<file path="src/rtl/mips_core_pkg.sv">
// Shared types for the MIPS core front end: branch directions, PHT counter type and
// the gshare predictor state encoding, plus the 2-bit counter training rule.
package mips_core_pkg;

  localparam int ADDR_WIDTH = 32;

  typedef enum logic {
    NOT_TAKEN = 1'b0,
    TAKEN     = 1'b1
  } branch_outcome;

  typedef logic [1:0] pht_cnt_t;
  localparam pht_cnt_t PHT_WEAK_NT = 2'b01;

  typedef enum logic {
    GP_INIT,
    GP_READY
  } gp_state_e;

  // Saturating 2-bit counter step: taken climbs toward 11, not-taken falls toward 00.
  function automatic pht_cnt_t pht_train(input pht_cnt_t cnt, input logic taken);
    pht_cnt_t nxt;
    nxt = cnt;
    if (taken) begin
      if (cnt != 2'b11) nxt = cnt + 2'd1;
    end else begin
      if (cnt != 2'b00) nxt = cnt - 2'd1;
    end
    return nxt;
  endfunction

endpackage

</file>
<file path="src/rtl/gshare_predictor_pht.sv">
// Pattern-history table: one combinational read port and one write port that either
// stores the weakly-not-taken init value or trains the addressed counter in place.
module gshare_predictor_pht
  import mips_core_pkg::*;
#(
  parameter int INDEX_BITS = 10
) (
  input  logic                  clk,
  input  logic [INDEX_BITS-1:0] rd_idx,
  output pht_cnt_t              rd_cnt,
  input  logic                  wr_en,
  input  logic                  wr_init,
  input  logic [INDEX_BITS-1:0] wr_idx,
  input  logic                  wr_taken
);

  localparam int DEPTH = 1 << INDEX_BITS;

  pht_cnt_t cnt_q [DEPTH];
  pht_cnt_t wr_cnt;

  // Read-before-write: a same-cycle write lands on the edge, after this read is used.
  assign rd_cnt = cnt_q[rd_idx];

  always_comb begin
    wr_cnt = wr_init ? PHT_WEAK_NT : pht_train(cnt_q[wr_idx], wr_taken);
  end

  // NOTE: the table has no reset; the INIT sweep defines every entry before it is
  // ever read, so resetting 2^INDEX_BITS flops would only cost area and fanout.
  always_ff @(posedge clk) begin
    if (wr_en) cnt_q[wr_idx] <= wr_cnt;
  end

endmodule

</file>
<file path="src/rtl/gshare_predictor.sv">
// gshare conditional-branch direction predictor: PHT init sweep, hashed lookup and
// training, speculative global history with misprediction repair, perf counters.
module gshare_predictor
  import mips_core_pkg::*;
#(
  parameter int PHT_INDEX_BITS = 10,
  parameter int GHR_BITS       = 10,
  parameter int CNT_WIDTH      = 32
) (
  input  logic                  clk,
  input  logic                  rst_n,
  input  logic                  i_req_valid,
  input  logic                  i_req_accept,
  input  logic [ADDR_WIDTH-1:0] i_req_pc,
  output logic                  o_req_prediction,
  output logic [GHR_BITS-1:0]   o_req_ghr_snap,
  input  logic                  i_fb_valid,
  input  logic [ADDR_WIDTH-1:0] i_fb_pc,
  input  logic [GHR_BITS-1:0]   i_fb_ghr_snap,
  input  logic                  i_fb_prediction,
  input  logic                  i_fb_outcome,
  output logic                  o_ready,
  output logic [CNT_WIDTH-1:0]  o_lookups,
  output logic [CNT_WIDTH-1:0]  o_mispredicts
);

  if (GHR_BITS > PHT_INDEX_BITS || GHR_BITS < 2) begin : g_bad_cfg
    $error("gshare_predictor: GHR_BITS must be in 2..PHT_INDEX_BITS");
  end

  localparam logic [PHT_INDEX_BITS-1:0] LAST_IDX = '1;

  gp_state_e                 state_q, state_d;
  logic [PHT_INDEX_BITS-1:0] init_idx_q, init_idx_d;
  logic [GHR_BITS-1:0]       spec_ghr_q, spec_ghr_d;

  logic [PHT_INDEX_BITS-1:0] req_ghr_ext, fb_ghr_ext;
  logic [PHT_INDEX_BITS-1:0] req_idx, fb_idx;
  logic [PHT_INDEX_BITS-1:0] pht_wr_idx;
  logic                      pht_wr_en, pht_wr_init;
  pht_cnt_t                  pht_rd_cnt;
  branch_outcome             req_dir;
  logic                      accept, mispredict, in_init;

  // Only the word-aligned index bits of each PC feed the hash.
  logic unused_pc_bits;
  assign unused_pc_bits = ^{i_req_pc[ADDR_WIDTH-1:PHT_INDEX_BITS+2], i_req_pc[1:0],
                            i_fb_pc[ADDR_WIDTH-1:PHT_INDEX_BITS+2], i_fb_pc[1:0]};

  // ---------------- init sweep FSM ----------------
  always_comb begin
    state_d    = state_q;
    init_idx_d = init_idx_q;
    unique case (state_q)
      GP_INIT: begin
        init_idx_d = init_idx_q + PHT_INDEX_BITS'(1);
        if (init_idx_q == LAST_IDX) state_d = GP_READY;
      end
      GP_READY: state_d = GP_READY;
      default:  state_d = GP_INIT;
    endcase
  end

  assign in_init = (state_q == GP_INIT);
  assign o_ready = (state_q == GP_READY);

  // ---------------- index hashing ----------------
  // History is zero-extended up to the index width before the XOR.
  always_comb begin
    req_ghr_ext                 = '0;
    req_ghr_ext[GHR_BITS-1:0]   = spec_ghr_q;
    fb_ghr_ext                  = '0;
    fb_ghr_ext[GHR_BITS-1:0]    = i_fb_ghr_snap;
  end

  assign req_idx = i_req_pc[PHT_INDEX_BITS+1:2] ^ req_ghr_ext;
  assign fb_idx  = i_fb_pc[PHT_INDEX_BITS+1:2] ^ fb_ghr_ext;

  // Training is suppressed while the sweep owns the write port.
  assign pht_wr_init = in_init;
  assign pht_wr_en   = in_init | i_fb_valid;
  assign pht_wr_idx  = in_init ? init_idx_q : fb_idx;

  gshare_predictor_pht #(
    .INDEX_BITS (PHT_INDEX_BITS)
  ) u_pht (
    .clk      (clk),
    .rd_idx   (req_idx),
    .rd_cnt   (pht_rd_cnt),
    .wr_en    (pht_wr_en),
    .wr_init  (pht_wr_init),
    .wr_idx   (pht_wr_idx),
    .wr_taken (i_fb_outcome)
  );

  assign req_dir          = (o_ready && pht_rd_cnt[1]) ? TAKEN : NOT_TAKEN;
  assign o_req_prediction = (req_dir == TAKEN);
  assign o_req_ghr_snap   = spec_ghr_q;

  // ---------------- speculative history ----------------
  assign accept     = i_req_valid & i_req_accept;
  assign mispredict = i_fb_valid & (i_fb_prediction != i_fb_outcome);

  // Repair wins over a same-cycle accept: that younger branch is on the wrong path.
  always_comb begin
    spec_ghr_d = spec_ghr_q;
    if (mispredict) begin
      spec_ghr_d = {i_fb_ghr_snap[GHR_BITS-2:0], i_fb_outcome};
    end else if (accept) begin
      spec_ghr_d = {spec_ghr_q[GHR_BITS-2:0], o_req_prediction};
    end
  end

  // NOTE: sequential state uses non-blocking assignments so every register samples
  // the pre-edge values, independent of statement order.
  always_ff @(posedge clk or negedge rst_n) begin
    if (!rst_n) begin
      state_q       <= GP_INIT;
      init_idx_q    <= '0;
      spec_ghr_q    <= '0;
      o_lookups     <= '0;
      o_mispredicts <= '0;
    end else begin
      state_q    <= state_d;
      init_idx_q <= init_idx_d;
      spec_ghr_q <= spec_ghr_d;
      if (accept && (o_lookups != '1)) o_lookups <= o_lookups + CNT_WIDTH'(1);
      if (mispredict && (o_mispredicts != '1)) o_mispredicts <= o_mispredicts + CNT_WIDTH'(1);
    end
  end

endmodule

</file>
<file path="config.mk">
export PLATFORM = sky130hd
export DESIGN_NAME = gshare_predictor
export DESIGN_NICKNAME = d
export VERILOG_FILES = /design/src/rtl/mips_core_pkg.sv /design/src/rtl/gshare_predictor_pht.sv /design/src/rtl/gshare_predictor.sv
export SDC_FILE = /design/constraint.sdc
export NUM_CORES = 2
export LEC_CHECK = 0
export BUFFER_PORTS_ARGS = -buffer_cell sky130_fd_sc_hd__clkbuf_2
export CAP_MARGIN = 20
export CORE_MARGIN = 2
export CORE_UTILIZATION = 45
export DETAILED_ROUTE_END_ITERATION = 16
export HOLD_SLACK_MARGIN = 0.05
export SLEW_MARGIN = 30
export SYNTH_ARGS = -nofsm -noshare
export SYNTH_HDL_FRONTEND = slang
export SYNTH_SLANG_ARGS = --single-unit
</file>
<file path="constraint.sdc">
create_clock -name clk -period 62 [get_ports clk]
set_input_delay 12.4 -clock clk [delete_from_list [all_inputs] [get_ports clk]]
set_output_delay 12.4 -clock clk [all_outputs]
set_load 0.05 [all_outputs]
</file>
Word-level counts from Yosys, hierarchy flattened
Memory sizes are Yosys's and may differ from the RTL's.
Index checks and enable logic that the tools add are counted.

operators by class
  add/subtract/negate cells = 5
  equality and inequality tests = 5
  mux-type cells = 12
  bitwise operators = 6
  reductions and logical operators = 5

operators with widths
  kind                     count
  $add A32 B1 Y32 const B  2
  $ne A32 B32 Y1 const B   2
  $mux W10                 3
  $xor A10 B10 Y10         2
  $add A10 B1 Y10 const B  1
  $eq A10 B10 Y1 const B   1
  $mux W2                  4
  $mux W1                  4
  $reduce_bool A2 Y1       2
  $logic_and A1 B1 Y1      3
  $add A2 B1 Y2 const B    1
  $and A1 B1 Y1            2
  $ne A2 B2 Y1 const B     1
  $pmux W1 S2              1
  $sub A2 B1 Y2 const B    1
  $ne A1 B1 Y1             1
  $not A1 Y1               1
  $or A1 B1 Y1             1

word-level totals
  bits in registers = 85
  memory bits (writable) = 2,048
  bits of input ports = 81
  output and inout bits = 76
  logic and storage cells = 39
  memories kept = 1

memories
  memory       words  bits a word  read ports  clocked after memory_dff  wr ports  line                        RTL
  u_pht.cnt_q  1,024  2            2           0                         1         gshare_predictor_pht.sv:19  pht_cnt_t cnt_q [DEPTH];

Logic depth before layout (Yosys ltp)
An unclocked memory read counts as a cell.

  word-level depth = 7
  depth in mapped cells = 17
  mapped depth without buffers = 11

Hierarchy
From an unflattened synthesis, not the netlist that was laid out.

unflattened totals
  cells, all modules = 6,663
  area total of the unflattened synthesis = 103,549.3 µm²

modules (own cells, without submodules)
  module                instances  cells an instance  area an instance (µm²)
  gshare_predictor_pht  1          6,243              99,240.2
  gshare_predictor      1          420                4,309.1

Worst setup path after synthesis
Ideal clock, no wire load.

  path kind = input port to flip-flop
  start point = input i_fb_outcome
  end point = memory u_pht.cnt_q[0][0] in the netlist's numbering, data pin
  library setup time = 8.992 ns
  arrival = 57.151 ns
  required time = 53.008 ns
  setup slack = -4.143 ns
  cell stages on the path = 2
  buffers on the path = 0
  path through = inv_1 -> a311oi_1

between the ends
  longest elaborated chain between the ends = 2

ends and longest elaborated chain
  element              line                        RTL
  start, declared      gshare_predictor.sv:21      input logic i_fb_outcome,
  $mux W2              mips_core_pkg.sv:24         if (taken) begin
  $mux W2              gshare_predictor_pht.sv:26  wr_cnt = wr_init ? PHT_WEAK_NT : pht_train(cnt_q[wr_idx], wr_taken);
  net u_pht.wr_cnt[0]  gshare_predictor_pht.sv:20  pht_cnt_t wr_cnt;
  end, declared        gshare_predictor_pht.sv:19

The timed path passes the listed nets, and every way through them passes these cells.

Worst setup path in the final report
  start point = input i_req_pc[2]
  end point = output o_req_prediction

between the ends
  longest elaborated chain between the ends = 4

ends and longest elaborated chain
  element              line                    RTL
  start, declared      gshare_predictor.sv:14  input logic [ADDR_WIDTH-1:0] i_req_pc,
  $xor A10 B10 Y10     gshare_predictor.sv:76  assign req_idx = i_req_pc[PHT_INDEX_BITS+1:2] ^ req_ghr_ext;
  $mem_v2 Z1024 W2     --
  $logic_and A1 B1 Y1  gshare_predictor.sv:96  assign req_dir = (o_ready && pht_rd_cnt[1]) ? TAKEN : NOT_TAKEN;
  $mux W1              gshare_predictor.sv:96
  end, declared        gshare_predictor.sv:15  output logic o_req_prediction,

No other way between the ends.

==> flow_metrics.tcl <==
set metrics [dict create \
    outcome "finished, final reports clean" \
    cp.arrival_ps 18650 \
    critPathLaunchType "primary input" \
    cp.required_ps 49600 \
    syn2layout_area_growth_pct 11.01 \
    regArea_um2 63630 \
    gp_congestion 0.8614 \
    timing.hold.worst_path_depth 1 \
    worstSetupPathType "in2out" \
    tightestPinTransition_ps 1110 \
    async_flop_share_pct 3.985 \
    post_cts_buffers 0 \
    layout_min_cycle_time_ps 31050 \
    clock.fmax_mhz 32.20 \
    grt_setup_unrepaired "no" \
    drive_above_1_share_pct 14.66 \
    hold_slack_ps 492.0 \
    grt_pass1_wl_um 457200 \
    vias 66580 \
    timing.rr.end "u_pht.cnt_q[788][1]" \
    vdd_drop_max_mv 0.02810 \
    rows 169 \
    cts_buffer_depth 3 \
    grt_pass1_vias 63940 \
    endpoint_kind "output port" \
    path_max_fanout 85 \
    powerDensity_nw_per_um2 28.51 \
    cts_buffers 219 \
    synth_mux_area_share_pct 10.93 \
    r2r_cells 20 \
    fin_worst_skew_ps 42.56 \
    portBuffers 112 \
    maxSlewViolCount 0 \
    initial_utilization_pct 45.32 \
    synthSimpleGateAreaFrac_pct 9.421 \
    antenna_found_initial 11 \
    cts_sinks 2133 \
    min_from "o_lookups[23]" \
    synth_compound_area_share_pct 9.545 \
    first_iter_violations 11240 \
    firstDrtPassIters 8 \
    synth-seq-cells 2133 \
    antenna_left 0 \
    viasPerCell 6.606 \
    yosys.area.top_type "edfxtp_1" \
    synthAdderAreaFrac_pct 0.03902 \
    cts_max_level 4 \
    drv_cap 0 \
    io_pins 157 \
    r2r-start "o_ready" \
    multiInputGateArea_um2 30630 \
    postCtsHoldBufs 0 \
    utilization_pct 50.31 \
    drc_errors 0 \
    cts_tree "yes" \
    reg2reg_slack_ps 51830 \
    core_um2 212300 \
    nNetsFinal 7152 \
    synth_xor_area_share_pct 0.8922 \
    die_w_um 466.4 \
    seq_area_frac_synth_pct 66.14 \
    min_to "o_lookups[23]" \
    final.fill_count 18060 \
    synth_flop_cell "edfxtp_1" \
    final_hold_viol_count 0 \
    cts_root_buf "clkbuf_16" \
    fin_crit_sh_pct 50.09 \
    clk_latency_ps 910 \
    synth_nets 7297 \
    synth_top_family_by_area "multiplexers" \
    synth_area_um2 96210 \
    synth_edf_count 2048 \
    synthTopCellsByArea "edfxtp_1 64%, mux4_2 9.5%, nor2_1 4.3%, nand2_1 3.8%, a21oi_1 3.6%" \
    dieArea_um2 217500 \
    clk_transition_reported_paths_ps 60 \
    synthCells 7213 \
    wl_per_cell_um 31.91 \
    netlist.area_leader.share_pct 63.92 \
    setup_tns_ps 0 \
    hpwl_um 168400 \
    yosysUniqueCellTypes 60 \
    final-setup-viol-count 0 \
    syn_area_per_cell_um2 13.34 \
    p_leak_nw 34.02 \
    grt_use_total_pct 29.11 \
    die_height_um 466.4 \
    max-slew-margin-rel_pct 25.98 \
    wl_um 321600 \
    cts.repair.resized 0 \
    min_path_type "reg2reg" \
    grt_overflow 0 \
    grt_max_degree 242 \
    ys_warn_count 0 \
]
==> cells in the mapped netlist, types with 30 or more instances <==
library cell / number
a21oi_1: 697
mux4_2: 404
nor2_1: 1101
inv_1: 46
buf_1: 56
mux2i_1: 139
nand4_1: 33
a22oi_1: 349
buf_2: 208
a32oi_1: 40
dfrtp_1: 85
edfxtp_1: 2048
clkbuf_1: 333
a221oi_1: 48
a211oi_1: 85
nand2_1: 964
xor2_1: 42
nor3_1: 30
xnor2_1: 56
nand3_1: 104
o22ai_1: 119
==> cell families after synthesis <==
logic type | after synthesis
simple gates | 2298
flops | 2133
compound gates | 1461
buf+inv | 675
mux | 545
xor+xnor | 98
fa+ha+maj | 3
==> state kept, by name, summed over array words and instances (netlist names) <==
register and count:
init_idx_q 10, o_lookups 32, o_mispredicts 32, o_ready 1
o_req_ghr_snap 10, u_pht.cnt_q 2048
==> critical path: stages <==
cell and delay, ps:
clkbuf_2 130, xor2_4 170, buf_12 580, buf_4 600, buf_4 760, buf_6 630
mux4_2 600, mux4_2 480, mux2i_1 190, nor3_1 70, nor4_1 910, nand3_1 170
o311ai_1 170, nor2_1 250, clkbuf_2 300
==> routing by layer <==
metal / GRT usage [%] / part of all wire [%] / routed length (µm) / up-vias
met4: 13.43 / 5.0 / 16070 / 6
met5: 0 / 0.014 / 44 / -
met1: 40.65 / 39 / 124100 / 34000
li1: - / - / - / 27160
met3: 6.792 / 12 / 38880 / 833
met2: 43.38 / 44 / 142500 / 4584
==> how the worst max path moves through the flow <==
stage	slack, ps	from	endpoint	cells past startpoint
floorplan	15310	i_fb_pc[2]	u_pht.cnt_q[0][1]	15
global placement	30660	i_req_pc[2]	o_req_prediction	15
detailed placement	30670	i_req_pc[2]	o_req_prediction	15
CTS	30660	i_req_pc[2]	o_req_prediction	15
global route	30600	i_req_pc[2]	o_req_prediction	15
finish	30950	i_req_pc[2]	o_req_prediction	15
==> through the flow <==
step	cells	worst slack, ps	total power [mW]	instance area, µm²
3_5_place_dp	9665	30670	1.793	99820
2_1_floorplan	7213	15310	1.716	96210
5_1_grt	10070	30600	3.113	106800
3_3_place_gp	9664	30660	1.792	99510
6_report	10080	30950	3.045	106800
4_1_cts	10070	30660	3.050	106700
==> power breakdown <==
part           total [mW]  internal (mW)  switching (mW)
Sequential           1.57           1.56         0.00871
Clock                1.28          0.708           0.571
Combinational       0.198         0.0597           0.139
Total                3.05           2.33           0.718
==> cells in the final DEF, fill, tap and decap left out, drive strengths merged, types with 48 or more instances in the layout <==
cell type  instances
edfxtp          2048
nor2            1102
nand2            964
a21oi            700
mux4             404
clkbuf           402
a22oi            349
buf              152
mux2i            139
o22ai            119
nand3            104
clkinv            93
a211oi            85
dfrtp             85
xnor2             56
inv               52
a221oi            48
==> cell type report <==
class	count	area share, %
well taps	2821	3.305
flip-flops and latches	2133	59.58
repair buffers	263	1.853
diodes	6	0.01406
inverters	46	0.1617
clock buffers	291	5.469
clock inverters	114	0.9407
multi-input cells	4405	28.68
Power figures use the tool's default switching activity.
